==> src/rtl/wbi_pkg.sv <==
`default_nettype none
// ============================================================================
// Module   : wbi_pkg
// Purpose  : Shared constants for the Wishbone initiator: FSM state encoding,
//            response error flags and the data word reported on a timeout.
// Ports    : none (package)
// Options  : WBI_TIMEOUT_EN (consumed by wb_initiator, not by this package)
// Revision : 1.0 - initial release
// ============================================================================
package wbi_pkg;

    // FSM state encoding (explicit 2-bit width)
    localparam logic [1:0] WBI_IDLE = 2'd0;
    localparam logic [1:0] WBI_REQ  = 2'd1;
    localparam logic [1:0] WBI_WAIT = 2'd2;
    localparam logic [1:0] WBI_RESP = 2'd3;

    // Response error flags carried on o_rsp_err
    localparam logic WBI_ERR_NONE = 1'b0;
    localparam logic WBI_ERR_BUS  = 1'b1;

    // Read-data word returned when a transaction is abandoned by the timeout
    localparam logic [31:0] WBI_TIMEOUT_CODE = 32'hDEAD_0001;

endpackage
`default_nettype wire

==> src/rtl/wbi_timeout.sv <==
`default_nettype none
// ============================================================================
// Module   : wbi_timeout
// Purpose  : Loadable down-counter with an expiry flag. Loaded with the cycle
//            budget minus one when a command is accepted; counts down while
//            enabled and flags expiry on the enabled cycle where it sits at 0.
// Ports    : i_clk       system clock
//            i_reset_n   synchronous active-low reset
//            i_load      load i_load_val (has priority over counting)
//            i_load_val  value to load
//            i_en        count enable (transaction in flight)
//            o_expired   budget exhausted this cycle (combinational)
// Revision : 1.0 - initial release
// ============================================================================
module wbi_timeout #(
    parameter int WIDTH = 10
) (
    input  logic             i_clk,
    input  logic             i_reset_n,
    input  logic             i_load,
    input  logic [WIDTH-1:0] i_load_val,
    input  logic             i_en,
    output logic             o_expired
);

    logic [WIDTH-1:0] r_count;

    always_ff @(posedge i_clk) begin
        if (!i_reset_n) begin
            r_count <= '0;
        end else if (i_load) begin
            r_count <= i_load_val;
        end else if (i_en && (r_count != '0)) begin
            r_count <= r_count - 1'b1;
        end
    end

    assign o_expired = i_en && !i_load && (r_count == '0);

endmodule
`default_nettype wire

==> src/rtl/wb_initiator.sv <==
`default_nettype none
// ============================================================================
// Module   : wb_initiator
// Purpose  : Single-outstanding Wishbone pipelined-mode master. Turns one
//            valid/ready command (we/addr/data/sel) into one bus cycle and
//            returns read data / error flag on a valid/ready response stream.
// Ports    : i_clk, i_reset_n            clock, synchronous active-low reset
//            i_cmd_* / o_cmd_ready       command stream
//            o_rsp_* / i_rsp_ready       response stream
//            o_wb_* / i_wb_*             Wishbone pipelined master interface
// Options  : `define WBI_TIMEOUT_EN to abort a transaction holding CYC for
//            TIMEOUT cycles (error response with WBI_TIMEOUT_CODE). Without
//            it the FSM waits indefinitely and TIMEOUT has no effect.
// Revision : 1.0 - initial release
// ============================================================================
module wb_initiator
    import wbi_pkg::*;
#(
    parameter int AW      = 30,
    parameter int DW      = 32,
    parameter int TIMEOUT = 1023
) (
    input  logic            i_clk,
    input  logic            i_reset_n,
    // command stream
    input  logic            i_cmd_valid,
    output logic            o_cmd_ready,
    input  logic            i_cmd_we,
    input  logic [AW-1:0]   i_cmd_addr,
    input  logic [DW-1:0]   i_cmd_data,
    input  logic [DW/8-1:0] i_cmd_sel,
    // response stream
    output logic            o_rsp_valid,
    input  logic            i_rsp_ready,
    output logic [DW-1:0]   o_rsp_data,
    output logic            o_rsp_err,
    // Wishbone master
    output logic            o_wb_cyc,
    output logic            o_wb_stb,
    output logic            o_wb_we,
    output logic [AW-1:0]   o_wb_addr,
    output logic [DW-1:0]   o_wb_data,
    output logic [DW/8-1:0] o_wb_sel,
    input  logic            i_wb_stall,
    input  logic            i_wb_ack,
    input  logic            i_wb_err,
    input  logic [DW-1:0]   i_wb_data
);

    logic [1:0]      r_state;
    logic [1:0]      w_state_next;
    logic            w_accept;
    logic            w_bus_done;
    logic            w_timeout;

    logic            r_wb_we;
    logic [AW-1:0]   r_wb_addr;
    logic [DW-1:0]   r_wb_data;
    logic [DW/8-1:0] r_wb_sel;
    logic [DW-1:0]   r_rsp_data;
    logic            r_rsp_err;

    assign w_accept = (r_state == WBI_IDLE) && i_cmd_valid;

`ifdef WBI_TIMEOUT_EN
    localparam int              c_tw   = (TIMEOUT > 1) ? $clog2(TIMEOUT) : 1;
    localparam logic [c_tw-1:0] c_load = c_tw'(TIMEOUT - 1);

    // Loaded with TIMEOUT-1 so expiry lands on the TIMEOUT-th edge after accept
    wbi_timeout #(
        .WIDTH      (c_tw)
    ) u_timeout (
        .i_clk      (i_clk),
        .i_reset_n  (i_reset_n),
        .i_load     (w_accept),
        .i_load_val (c_load),
        .i_en       ((r_state == WBI_REQ) || (r_state == WBI_WAIT)),
        .o_expired  (w_timeout)
    );
`else
    assign w_timeout = 1'b0;
`endif

    // Slave completion. In REQ the ack/err only counts on the edge where the
    // strobe is taken (no stall), which is what lets zero-latency slaves work.
    always_comb begin
        w_bus_done = 1'b0;
        case (r_state)
            WBI_REQ:  w_bus_done = !i_wb_stall && (i_wb_ack || i_wb_err);
            WBI_WAIT: w_bus_done = i_wb_ack || i_wb_err;
            default:  w_bus_done = 1'b0;
        endcase
    end

    always_ff @(posedge i_clk) begin
        if (!i_reset_n) begin
            r_state <= WBI_IDLE;
        end else begin
            r_state <= w_state_next;
        end
    end

    // Next state and state-decoded control outputs
    always_comb begin
        w_state_next = r_state;
        o_cmd_ready  = 1'b0;
        o_wb_cyc     = 1'b0;
        o_wb_stb     = 1'b0;
        o_rsp_valid  = 1'b0;
        case (r_state)
            WBI_IDLE: begin
                o_cmd_ready = 1'b1;
                if (i_cmd_valid) w_state_next = WBI_REQ;
            end
            WBI_REQ: begin
                o_wb_cyc = 1'b1;
                o_wb_stb = 1'b1;
                if (w_bus_done || w_timeout) w_state_next = WBI_RESP;
                else if (!i_wb_stall)        w_state_next = WBI_WAIT;
            end
            WBI_WAIT: begin
                o_wb_cyc = 1'b1;
                if (w_bus_done || w_timeout) w_state_next = WBI_RESP;
            end
            default: begin
                o_rsp_valid = 1'b1;
                if (i_rsp_ready) w_state_next = WBI_IDLE;
            end
        endcase
    end

    // Bus request and response registers. Request fields only change on
    // accept, so they stay stable through any stall.
    always_ff @(posedge i_clk) begin
        if (!i_reset_n) begin
            r_wb_we    <= 1'b0;
            r_wb_addr  <= '0;
            r_wb_data  <= '0;
            r_wb_sel   <= '0;
            r_rsp_data <= '0;
            r_rsp_err  <= WBI_ERR_NONE;
        end else begin
            if (w_accept) begin
                r_wb_we    <= i_cmd_we;
                r_wb_addr  <= i_cmd_addr;
                r_wb_data  <= i_cmd_data;
                r_wb_sel   <= i_cmd_sel;
                r_rsp_data <= '0;
                r_rsp_err  <= WBI_ERR_NONE;
            end
            // A real completion beats a timeout on the same edge; err beats ack.
            if (w_bus_done) begin
                if (i_wb_err) begin
                    r_rsp_err  <= WBI_ERR_BUS;
                    r_rsp_data <= '0;
                end else begin
                    r_rsp_err  <= WBI_ERR_NONE;
                    r_rsp_data <= r_wb_we ? '0 : i_wb_data;
                end
            end else if (w_timeout) begin
                r_rsp_err  <= WBI_ERR_BUS;
                r_rsp_data <= DW'(WBI_TIMEOUT_CODE);
            end
        end
    end

    assign o_wb_we    = r_wb_we;
    assign o_wb_addr  = r_wb_addr;
    assign o_wb_data  = r_wb_data;
    assign o_wb_sel   = r_wb_sel;
    assign o_rsp_data = r_rsp_data;
    assign o_rsp_err  = r_rsp_err;

endmodule
`default_nettype wire

==> config.mk <==
export PLATFORM = sky130hd
export DESIGN_NAME = wb_initiator
export DESIGN_NICKNAME = d
export VERILOG_FILES = /design/src/rtl/wbi_pkg.sv /design/src/rtl/wbi_timeout.sv /design/src/rtl/wb_initiator.sv
export SDC_FILE = /design/constraint.sdc
export NUM_CORES = 1
export LEC_CHECK = 0
export CORE_ASPECT_RATIO = 0.75
export CORE_MARGIN = 1.5
export CORE_UTILIZATION = 30
export CTS_CLUSTER_DIAMETER = 60
export DETAILED_ROUTE_END_ITERATION = 6
export GPL_ROUTABILITY_DRIVEN = 0
export PLACE_DENSITY_LB_ADDON = 0.15
export SYNTH_ARGS = -nofsm -noshare
export SYNTH_HDL_FRONTEND = slang
export SYNTH_HIERARCHICAL = 1
export SYNTH_SLANG_ARGS = --single-unit
export TNS_END_PERCENT = 50
==> constraint.sdc <==
create_clock -name i_clk -period 2.14 [get_ports i_clk]
set_input_delay 0.535 -clock i_clk [delete_from_list [all_inputs] [get_ports i_clk]]
set_output_delay 0.535 -clock i_clk [all_outputs]
set_load 0.005 [all_outputs]
==> metrics.txt <==
required time of the critical path 1.60 ns; maximum number of pins on one net before global-route repair 104; Final nets 771; DRT iter0 DRCs 149; Clock Tree Buf Depth 2; unrepaired setup endpoints after global routing no; VDD IR-drop max 0.465 mV; Power Dens Cells 918 nW/µm²; Routed wire per std cell 14.1 µm; Worst Hold Class reg -> reg; Reg2Reg Setup Slack 0.49 ns; FP Rows 36; total iterations of the first detailed-routing run 4; combinational power share 34.7%; Net Sw Frac 31.1%; final setup TNS 0 ns; Leakage 2.38 nW; DR vias 3,838; Worst Skew 0.00780 ns; Die Footprint 14,200 µm²; CP Max Fanout 5; top_reg_cell synth dfxtp_1; DPL Wire Length 8140 µm; Avg Cell Area, Syn 8.69 µm²; Critical path origin r_state[0]; crit path kind reg -> out; Initial Utilization 31.0%; Skew-Pair Late Insertion Delay 0.35 ns; delay of the slowest critical-path stage 0.38 ns; Net Sw Power 1.90 mW; initial antenna violation count 0; Synth Warn # 6; Synth top area share 50.3%; DRC Markers 0; Critical Path AT 1.44 ns; register area share after synthesis 50.3%; startpoint types flip-flop; highest-delay cell along the critical path ha_2; Slew @ Worst Pin 0.398 ns; Port Buf Inserts 209; Final WS setup 0.162 ns; Vias/cell 4.59; count leader, synth nand2_1; Setup WS pre-CTS 0.101 ns; reg2reg start r_state[0]; top cells by count, synth nand2_1 (136), dfxtp_1 (102), nand3_1 (66), a21boi_1 (61), a21boi_0 (39); max-slew violations 0; sequential power share 38.0%; clk sinks 102; ANT nets after route 0; Clock power frac 27.3%; Mapped Area 4060 µm²; drt total wl 11,800 µm; FF+latch count, synth 102; run status finished clean; leading area contributor after synthesis dfxtp_1; clk slew on worst S/H paths 0.07 ns; Tmin final 1.98 ns; Max Fclk 505 MHz; critical-path cell list inv_1 -> ha_2 -> dlygate4sd2_1; Rel. slew slack 73.5%; Num CTS Buffers 9; Overall Global Routing Usage 16.5%; proportion of layout cells with a drive suffix above 1 5.56%; delay-heaviest family, CP adder cells; CTS tree yes; Distinct cells, synth 27; root buf cell clkbuf_16; internal power 4.20 mW; first-pass GRT wire length 18,700 µm; Post-synth EDFFs 0; worst path bufs/invs 2; Placeable Area 13,100 µm²; Post-CTS Repair Setup Buffers 0; main area contributors after synthesis dfxtp_1 (50%), nand2_1 (13%), a21boi_1 (11%); vias in the first global route 3,753; gr ovfl total 0; Cells after Synth 467; Mapped Nets 578; Chip Width 137 µm; final hold violation count 0; hold wc startpoint o_wb_addr[2]; share of flip-flops with an asynchronous set or reset 0%; max_cap viols 0; Die Y 104 µm; I/O Pins 210; Inserted Diodes 0; Tot Pwr 6.10 mW; Critical Path Sink Type output port; count of final setup violators 0; P&R area growth vs syn 63.5%; period utilization 92.4%; Post-CTS Hold Buffers 0; H-tree Lvls 3
## per-stage QoR
step / instance area (µm²) / hold WS (ns) / utilization, % / std cells
floorplan: 4060 / 0.451 / - / 467
global placement: 6330 / 0.441 / 48.3 / 820
detailed placement: 6330 / 0.444 / 48.3 / 820
CTS: 6640 / 0.454 / 50.6 / 836
global route: 6640 / 0.469 / 50.6 / 836
finish: 6640 / 0.453 / 50.6 / 836
## registers in the layout, summed over array words and instances (netlist names)
signal and count:
o_rsp_data 32, o_wb_data 32, o_wb_addr 30, o_wb_sel 4
r_state 2, o_rsp_err 1, o_wb_we 1
## timing repair
action / in CTS / in global routing
pin swaps: 0 / 0
setup endpoints to repair: 2 / 1
gates resized for setup: 5 / 1
## final timing paths
path / to / cells past startpoint
setup reg to reg: o_rsp_data[12] / 7
hold / removal: o_wb_addr[2] / 2
hold reg to reg: o_wb_addr[2] / 2
setup / recovery: o_wb_cyc / 3
## tightest hold or removal path, cell delays in order (launching register included)
cell and delay, ns:
dfxtp_1 0.31, nand2_1 0.05, a21boi_1 0.05
## layout by cell type, fill, tap and decap left out, drive strengths merged, types with 2 or more instances in the layout
| cell type | instances |
|---|---|
| clkbuf | 12 |
| nand3 | 66 |
| nand2 | 137 |
| a21o | 2 |
| dfxtp | 102 |
| inv | 4 |
| dlygate4sd2 | 2 |
| clkdlybuf4s50 | 205 |
| o21ai | 2 |
| nor2b | 2 |
| buf | 12 |
| ha | 5 |
| a21boi | 100 |
## layout make-up
cell class	count	area, µm²
Sequential cell	102	2040
Multi-Input combinational cell	324	1810
Fill cell	1212	6470
Timing Repair Buffer	220	2260
Clock buffer	12	246
Tap cell	171	214
Clock inverter	4	55.1
Inverter	3	11.3
## cell families after synthesis
family | after synthesis | share of synthesized area [%]
muxes | 1 | 0.247
buffers and inverters | 41 | 5.39
DFF | 102 | 50.3
and+or+nand+nor | 209 | 21.9
AOI/OAI and AO/OA | 109 | 20.6
adders and majority gates | 5 | 1.54
## metal layers
metal	share of wire [%]	GRT usage, %	vias up
met4	1.2	4.66	0
met1	45	20.1	1760
met5	0	0	-
met2	45	26.6	128
li1	-	-	1938
met3	8.6	6.75	12
## power groups by stage
| stage | clock network (mW) | logic, mW | registers [mW] |
|---|---|---|---|
| after CTS | 1.72 | 2.16 | 2.32 |
| after global routing | 1.81 | 2.35 | 2.35 |
| after global placement | 0 | 2.14 | 2.34 |
| after detailed placement | 0 | 2.16 | 2.36 |
| final | 1.67 | 2.11 | 2.32 |
| after floorplan | 0 | 1.04 | 2.37 |
Power figures use the tool's default switching activity.
